$ cat src/rtl/noc_rr_input_arbiter.sv
// N-input round-robin arbiter driving an output-port FIFO write side.
// Define ARB_PKT_LOCK_EN to hold the grant from head to tail flit; otherwise arbitration is per flit.
module noc_rr_input_arbiter #(
  parameter int N_IN     = 4,
  parameter int DW       = 64,
  parameter int TAIL_BIT = 63
) (
  input  logic               clk,
  input  logic               rst,
  input  logic [N_IN-1:0]    in_valid,
  input  logic [N_IN*DW-1:0] in_data,
  output logic [N_IN-1:0]    in_ready,
  input  logic               fifo_full,
  output logic               fifo_wr_en,
  output logic [DW-1:0]      fifo_din,
  output logic [N_IN-1:0]    grant,
  output logic               locked
);
  localparam int PW = $clog2(N_IN);

  typedef enum logic {S_IDLE, S_LOCKED} state_t;

  state_t        r_state, w_state_nxt;
  logic [PW-1:0] r_ptr, w_ptr_nxt;
  logic [PW-1:0] r_owner, w_owner_nxt;

  logic          w_found;
  logic [PW-1:0] w_sel;
  logic [PW-1:0] w_g;
  logic          w_gnt_vld;
  logic [PW-1:0] w_ptr_inc;
  logic          w_tail;

  // Rotating priority search starting at r_ptr; explicit wrap keeps non-power-of-2 N_IN correct.
  always_comb begin
    int idx;
    idx     = 0;
    w_found = 1'b0;
    w_sel   = '0;
    for (int k = 0; k < N_IN; k++) begin
      idx = int'(r_ptr) + k;
      if (idx >= N_IN) idx = idx - N_IN;
      if (!w_found && in_valid[idx]) begin
        w_found = 1'b1;
        w_sel   = PW'(idx);
      end
    end
  end

  // Outputs are gated by reset so nothing is granted while rst is held low.
  assign w_g       = (r_state == S_LOCKED) ? r_owner : w_sel;
  assign w_gnt_vld = rst & ((r_state == S_LOCKED) | w_found);
  assign grant     = w_gnt_vld ? (N_IN'(1) << w_g) : '0;
  assign in_ready  = grant & {N_IN{~fifo_full}};
  assign fifo_wr_en = w_gnt_vld & in_valid[w_g] & ~fifo_full;
  assign fifo_din   = w_gnt_vld ? in_data[int'(w_g)*DW +: DW] : '0;
  assign w_ptr_inc  = (w_g == PW'(N_IN-1)) ? '0 : w_g + PW'(1);

`ifdef ARB_PKT_LOCK_EN
  assign w_tail = fifo_din[TAIL_BIT];
  assign locked = rst & (r_state == S_LOCKED);
`else
  logic w_unused_tail;
  assign w_unused_tail = fifo_din[TAIL_BIT];
  assign w_tail = 1'b1;
  assign locked = 1'b0;
`endif

  always_ff @(posedge clk or negedge rst) begin
    if (!rst) begin
      r_state <= S_IDLE;
      r_ptr   <= '0;
      r_owner <= '0;
    end else begin
      r_state <= w_state_nxt;
      r_ptr   <= w_ptr_nxt;
      r_owner <= w_owner_nxt;
    end
  end

  // State only moves on an actual write; full or bubble cycles leave everything untouched.
  always_comb begin
    w_state_nxt = r_state;
    w_ptr_nxt   = r_ptr;
    w_owner_nxt = r_owner;
    if (fifo_wr_en) begin
      case (r_state)
        S_IDLE: begin
          if (w_tail) begin
            w_ptr_nxt = w_ptr_inc;
          end else begin
            w_state_nxt = S_LOCKED;
            w_owner_nxt = w_g;
          end
        end
        S_LOCKED: begin
          if (w_tail) begin
            w_state_nxt = S_IDLE;
            w_ptr_nxt   = w_ptr_inc;
          end
        end
        default: w_state_nxt = S_IDLE;
      endcase
    end
  end

endmodule
$ cat config.mk
export PLATFORM = sky130hd
export DESIGN_NAME = noc_rr_input_arbiter
export DESIGN_NICKNAME = d
export VERILOG_FILES = /design/src/rtl/noc_rr_input_arbiter.sv
export SDC_FILE = /design/constraint.sdc
export NUM_CORES = 1
export LEC_CHECK = 0
export ABC_AREA = 1
export CAP_MARGIN = 20
export CORE_AREA = 2 2 130 132
export CTS_CLUSTER_DIAMETER = 50
export DETAILED_ROUTE_END_ITERATION = 12
export DIE_AREA = 0 0 132 134
export GPL_ROUTABILITY_DRIVEN = 0
export PLACE_DENSITY = 0.65
export SLEW_MARGIN = 20
export SYNTH_ARGS = -nofsm -noshare
export SYNTH_HDL_FRONTEND = slang
export SYNTH_SLANG_ARGS = --single-unit
$ cat constraint.sdc
create_clock -name clk -period 6 [get_ports clk]
set_input_delay 1.5 -clock clk [delete_from_list [all_inputs] [get_ports clk]]
set_output_delay 1.5 -clock clk [all_outputs]
set_load 0.005 [all_outputs]
# Word level (Yosys, flattened, before mapping)
# Index checks and enable logic that the tools add are counted.
[op_classes]
bitwise = 5
magnitude_cmp = 9
reduce_logical = 6
eq_ne = 1
n_mux = 29
shift = 2
add_sub_neg = 8
[ops]
columns = ["operator", "n"]
rows = [
  ["variable part select 256 x 9 -> 64 bit", 1],
  ["less-than comparator 32 x 4 -> 1 bit (second input constant)", 4],
  ["2-to-1 mux 32 bit", 4],
  ["2-to-1 mux 64 bit", 1],
  ["2-to-1 mux 1 bit", 13],
  ["subtractor 3 x 3 -> 4 bit (second input constant)", 3],
  ["binary-select mux 1 bit (select 2 bit)", 5],
  ["2-to-1 mux 2 bit", 5],
  [">= comparator 3 bit (second input constant)", 3],
  ["adder 2 x 2 -> 3 bit (second input constant)", 2],
  ["bitwise AND 4 bit", 1],
  ["2-to-1 mux 4 bit", 1],
  ["<< shifter 1 x 2 -> 4 bit (first input constant)", 1],
  ["subtractor 2 x 3 -> 4 bit (second input constant)", 1],
  ["adder 2 x 1 -> 3 bit (second input constant)", 1],
  ["bitwise AND 1 bit", 3],
  [">= comparator 2 x 3 -> 1 bit (second input constant)", 1],
  ["logical AND 1 bit", 3],
  ["logical NOT 1 bit", 3],
  ["less-than comparator 2 x 3 -> 1 bit (second input constant)", 1],
  ["adder 2 x 1 -> 2 bit (second input constant)", 1],
  ["equality test 2 bit (second input constant)", 1],
  ["inverter 1 bit", 1],
]
[word_totals]
word_cells = 61
register_bits = 2
output_inout_bits = 74
in_bits = 263

# Depth between registers and ports, before layout
[depth]
ltp_word = 19
ltp_mapped = 15
mapped_depth_nobuf = 13

# Worst setup path after synthesis
# Ideal clock, no wire load.
[synth_path]
path_type = "input -> output"
from = "input port in_valid[1]"
to = "output port fifo_din[13]"
arrival_ns = 2.688
required_ns = 4.500
path_slack_ns = 1.812
path_buffers = 2
path_stages = 13
path_cell_list = "inv_1 > nand2_1 > nand3_1 > nand2_2 > nor2_4 > nand3_1 > nand3_1 > nand2_2 > inv_2 > buf_6 > buf_12 > nand3_2 > a21oi_1"
[synth_between]
elab_chain_len = 15
word_cells_on_any_way = 29
cone_classes = "shift (1); mux (21); bitwise (1); reduce/logical (6)"
[synth_lines]
columns = ["item", "line", "source"]
rows = [
  ["from (decl)", "10", "input logic [N_IN-1:0] in_valid,"],
  ["binary-select mux 1 bit (select 2 bit)", "43", "if (!w_found && in_valid[idx]) begin"],
  ["2-to-1 mux 1 bit (not written as such) (2 in a row)", "43", ""],
  ["2-to-1 mux 1 bit", "43", ""],
  ["logical NOT 1 bit", "43", ""],
  ["logical AND 1 bit", "43", ""],
  ["2-to-1 mux 1 bit", "43", ""],
  ["logical NOT 1 bit", "43", ""],
  ["logical AND 1 bit", "43", ""],
  ["2-to-1 mux 1 bit", "43", ""],
  ["logical NOT 1 bit", "43", ""],
  ["logical AND 1 bit", "43", ""],
  ["2-to-1 mux 2 bit or 2-to-1 mux 1 bit (tied branches)", "43", ""],
  ["variable part select 256 x 9 -> 64 bit or bitwise AND 1 bit (tied branches)", "56, 52", ""],
  ["2-to-1 mux 64 bit (*)", "56", "assign fifo_din = w_gnt_vld ? in_data[int'(w_g)*DW +: DW] : '0;"],
  ["to (decl)", "15", "output logic [DW-1:0] fifo_din,"],
]
# Every way passes the cells marked *; elsewhere a longest branch is shown, timed or not. The select of a mux whose other input is x is not followed.

# Final worst setup path
[layout_path]
from = "input port in_valid[3]"
to = "output port fifo_din[1]"
# The elaborated chain is that of the path after synthesis.

==> flow_summary_export.csv <==
group,metric,value,unit
synthesis,async_flop_share,100.0,%
timing,slew-limit-headroom,57.49,%
synthesis,synthCells,872,
synthesis,synth_top_cell_area_share,22.67,%
power,pwr-share-clk,2.1,%
floorplan,fp.coreArea,0.01629,sq mm
power,p_sw,0.002656,W
final_layout,drive_gt1_share,7.404,%
power,intPower,0.002068,W
cts,cts_buffers,3,
power,swShare,56.22,%
detailed_routing,viasPerCell,4.675,
cts,h-tree-depth,1,
synthesis,synth_edf_count,0,
grt,antenna_found_initial,0,
critical_path,critPathArrivalTime,4.08,ns
final_layout,final_nets,1417,
critical_path,startpoint,"in_valid[3]",
timing,tightest_slew,0.6377,ns
critical_path,crit_fanout,115,
final_layout,largest-register,"r_ptr",
power,power_density,598.2,mW/mm^2
synthesis,post_synth_num_cell_types,22,
synthesis,synthTopCellsByCount,"inv_1 (267), nand2_1 (166), nand4_1 (129)",
final_layout,area_growth,78.63,%
final_layout,reg.largest.list,"r_ptr x2",
synthesis,ys.flop_type,"dfrtp_1",
grt,grt_pass1_vias,5999,
timing,skew,0.0008199,ns
timing,setup_viol,0,
placed_design,hpwl,14450,um
synthesis,syn_nets,1139,
synthesis,synth_most_common_cell,"inv_1",
floorplan,num_io_pins,337,
grt,track_usage,21.29,%
synthesis,yosys_warnings,0,
grt,grt_pass1_wl,31600,um
timing,slew_violations,0,
timing,rsz0062_at_grt,"no",
floorplan,start_util,27.14,%
timing,hold_viol_final,0,
cts,cts_sinks,2,
synthesis,ys_ff_latch,2,
synthesis,synth_area_per_cell,5.069,sq um
final_layout,seq_area,50.05,sq um
run,maxCapViolCount,0,
synthesis,syn-cell-area,0.004420,sq mm
cts,path_clk_slew,0.03,ns
synthesis,seq_area_frac_synth,1.132,%
detailed_routing,wire_per_inst,14.65,um
detailed_routing,drt-pass1-iter-count,5,
critical_path,critPathCaptureType,"output port",
placed_design,dp_slack,0.4045,ns
timing,fin_setup_tns,0,ns
floorplan,dieWidth,132,um
critical_path,crit_chain,"clkdlybuf4s50_1 > inv_1 > nand2_1 > nand3_1 > nand2_1 > nand2_1 > nand3_4 > buf_12 > buf_4 > nand4_1 > nand3_1 > a21oi_1 > clkdlybuf4s50_1",
detailed_routing,drc_errors,0,
power,combinationalPowerShare,97.1,%
power,power_frac_seq,0.8,%
critical_path,path_class,"primary input to output port",
final_layout,fillerInstances,1717,
cts,tritoncts,"yes",
grt,grt_max_degree,116,
timing,min_period,5.576,ns
worst_hold_path,hold_path.class,"register to register",
placed_design,port_buffers,335,
run_status,run_status,"completed",
detailed_routing,drtAntennaViolNets,0,
critical_path,crit_top_cell,"nand2_1",
cts,cts_root_buf,"clkbuf_16",
synthesis,synth_area_leaders,"inv_1 (23%), nand4_1 (18%), nand2_1 (14%), nand3_2 (12%), nand3_1 (9.5%)",
cts,cts-resized-gates,0,
power,leakagePower,4.076,nW
worst_hold_path,hold_start,"r_ptr[1]",
grt,gr-total-overflow,0,
cts,postCtsHoldBufs,0,
timing,max_freq,179.4,MHz
critical_path,required,4.50,ns
cts,cts_buffer_depth,2,
timing,fin_ws,0.4244,ns
final_layout,multi_input_area,0.002878,sq mm
detailed_routing,first_iter_violations,615,
final_layout,largest_reg_flops,2,
critical_path,r2r_start,"r_ptr[0]",
cts,clock_latency,0.22,ns
critical_path,cpPeakStageDelay,0.48,ns
final_layout,final_util,48.48,%
floorplan,die_area,0.01769,sq mm
synthesis,synth_area_leader_cell,"inv_1",
critical_path,critPathSlowestCell,"clkdlybuf4s50_1",
detailed_routing,num_vias,6395,
power,ir_worst_vdd,676.0,uV
cts,cts_setup_buffers,0,
floorplan,std_cell_rows,47,
detailed_routing,routed_wirelength,20040,um
floorplan,die_h,134,um
critical_path,critPathLaunchType,"primary input",
final_layout,diodes,0,
timing,finalCritPeriodShare,92.93,%
## per-layer routing
layer / wire length [um] / vias to the layer above / GRT usage (%)
li1: - / 3290 / -
met5: 0 / - / 0
met3: 1532 / 32 / 4.195
met1: 8348 / 2797 / 27.73
met2: 9711 / 276 / 36.57
met4: 444 / 0 / 4.287
## kinds of logic (layout without fill, tap and decap cells)
| group | Yosys count | in the layout | share of synthesized area (%) |
|---|---|---|---|
| compound gates | 68 | 68 | 7.699 |
| fa+ha+maj | 4 | 4 | 1.132 |
| buf+inv | 351 | 627 | 34.50 |
| flops | 2 | 2 | 1.132 |
| other cells | 1 | 1 | 0.08483 |
| simple gates | 446 | 446 | 55.45 |
## placed cells by master, fill, tap and decap left out, drive strengths merged
| cell type | count |
|---|---|
| conb | 1 |
| ha | 4 |
| inv | 271 |
| nand2 | 170 |
| clkinv | 1 |
| o21ai | 4 |
| nand4 | 129 |
| clkdlybuf4s50 | 335 |
| dfrtp | 2 |
| buf | 17 |
| clkbuf | 3 |
| nand3 | 137 |
| a21oi | 64 |
| nor2 | 10 |
## worst paths after layout
check                         endpoint  slack, ns  depth (start not counted)
setup reg to reg              r_ptr[1]       3.63                         12
hold / removal                r_ptr[1]       0.66                          2
max in group asynchronous     r_ptr[1]       4.36                          1
setup / recovery           fifo_din[1]       0.42                         13
min in group asynchronous     r_ptr[0]       1.48                          1
hold reg to reg               r_ptr[1]       0.66                          2
## cell type report
cell class / count / area share, %
multi-input cells: 519 / 36.44
flip-flops and latches: 2 / 0.6338
clock buffers: 3 / 0.9507
well taps: 220 / 3.486
inverters: 272 / 12.98
repair buffers: 352 / 45.51
## power groups by stage
stage	combinational, W	sequential [W]	clock, W
2_1_floorplan	0.00303	0.0000255	0
3_3_place_gp	0.00458	0.0000375	0
3_5_place_dp	0.00460	0.0000373	0
4_1_cts	0.00462	0.0000367	0.000102
5_1_grt	0.00503	0.0000389	0.000104
6_report	0.00459	0.0000370	0.000101
## critical path: cells and delay by family
family          cells  cell delay [ns]
compound gates      1             0.07
buf+inv             5             1.70
simple gates        7             0.70
## through the flow
stage | cell area (sq um) | hold WS, ns | std cells | total power [W]
after floorplan | 4420 | 0.6078 | 872 | 0.003058
after global placement | 7821 | 0.6678 | 1365 | 0.004614
after detailed placement | 7821 | 0.6573 | 1365 | 0.004633
after CTS | 7896 | 0.6630 | 1368 | 0.004755
after global routing | 7896 | 0.6909 | 1368 | 0.005173
final | 7896 | 0.6608 | 1368 | 0.004723
Note: power is estimated with default switching activity, not from simulation.
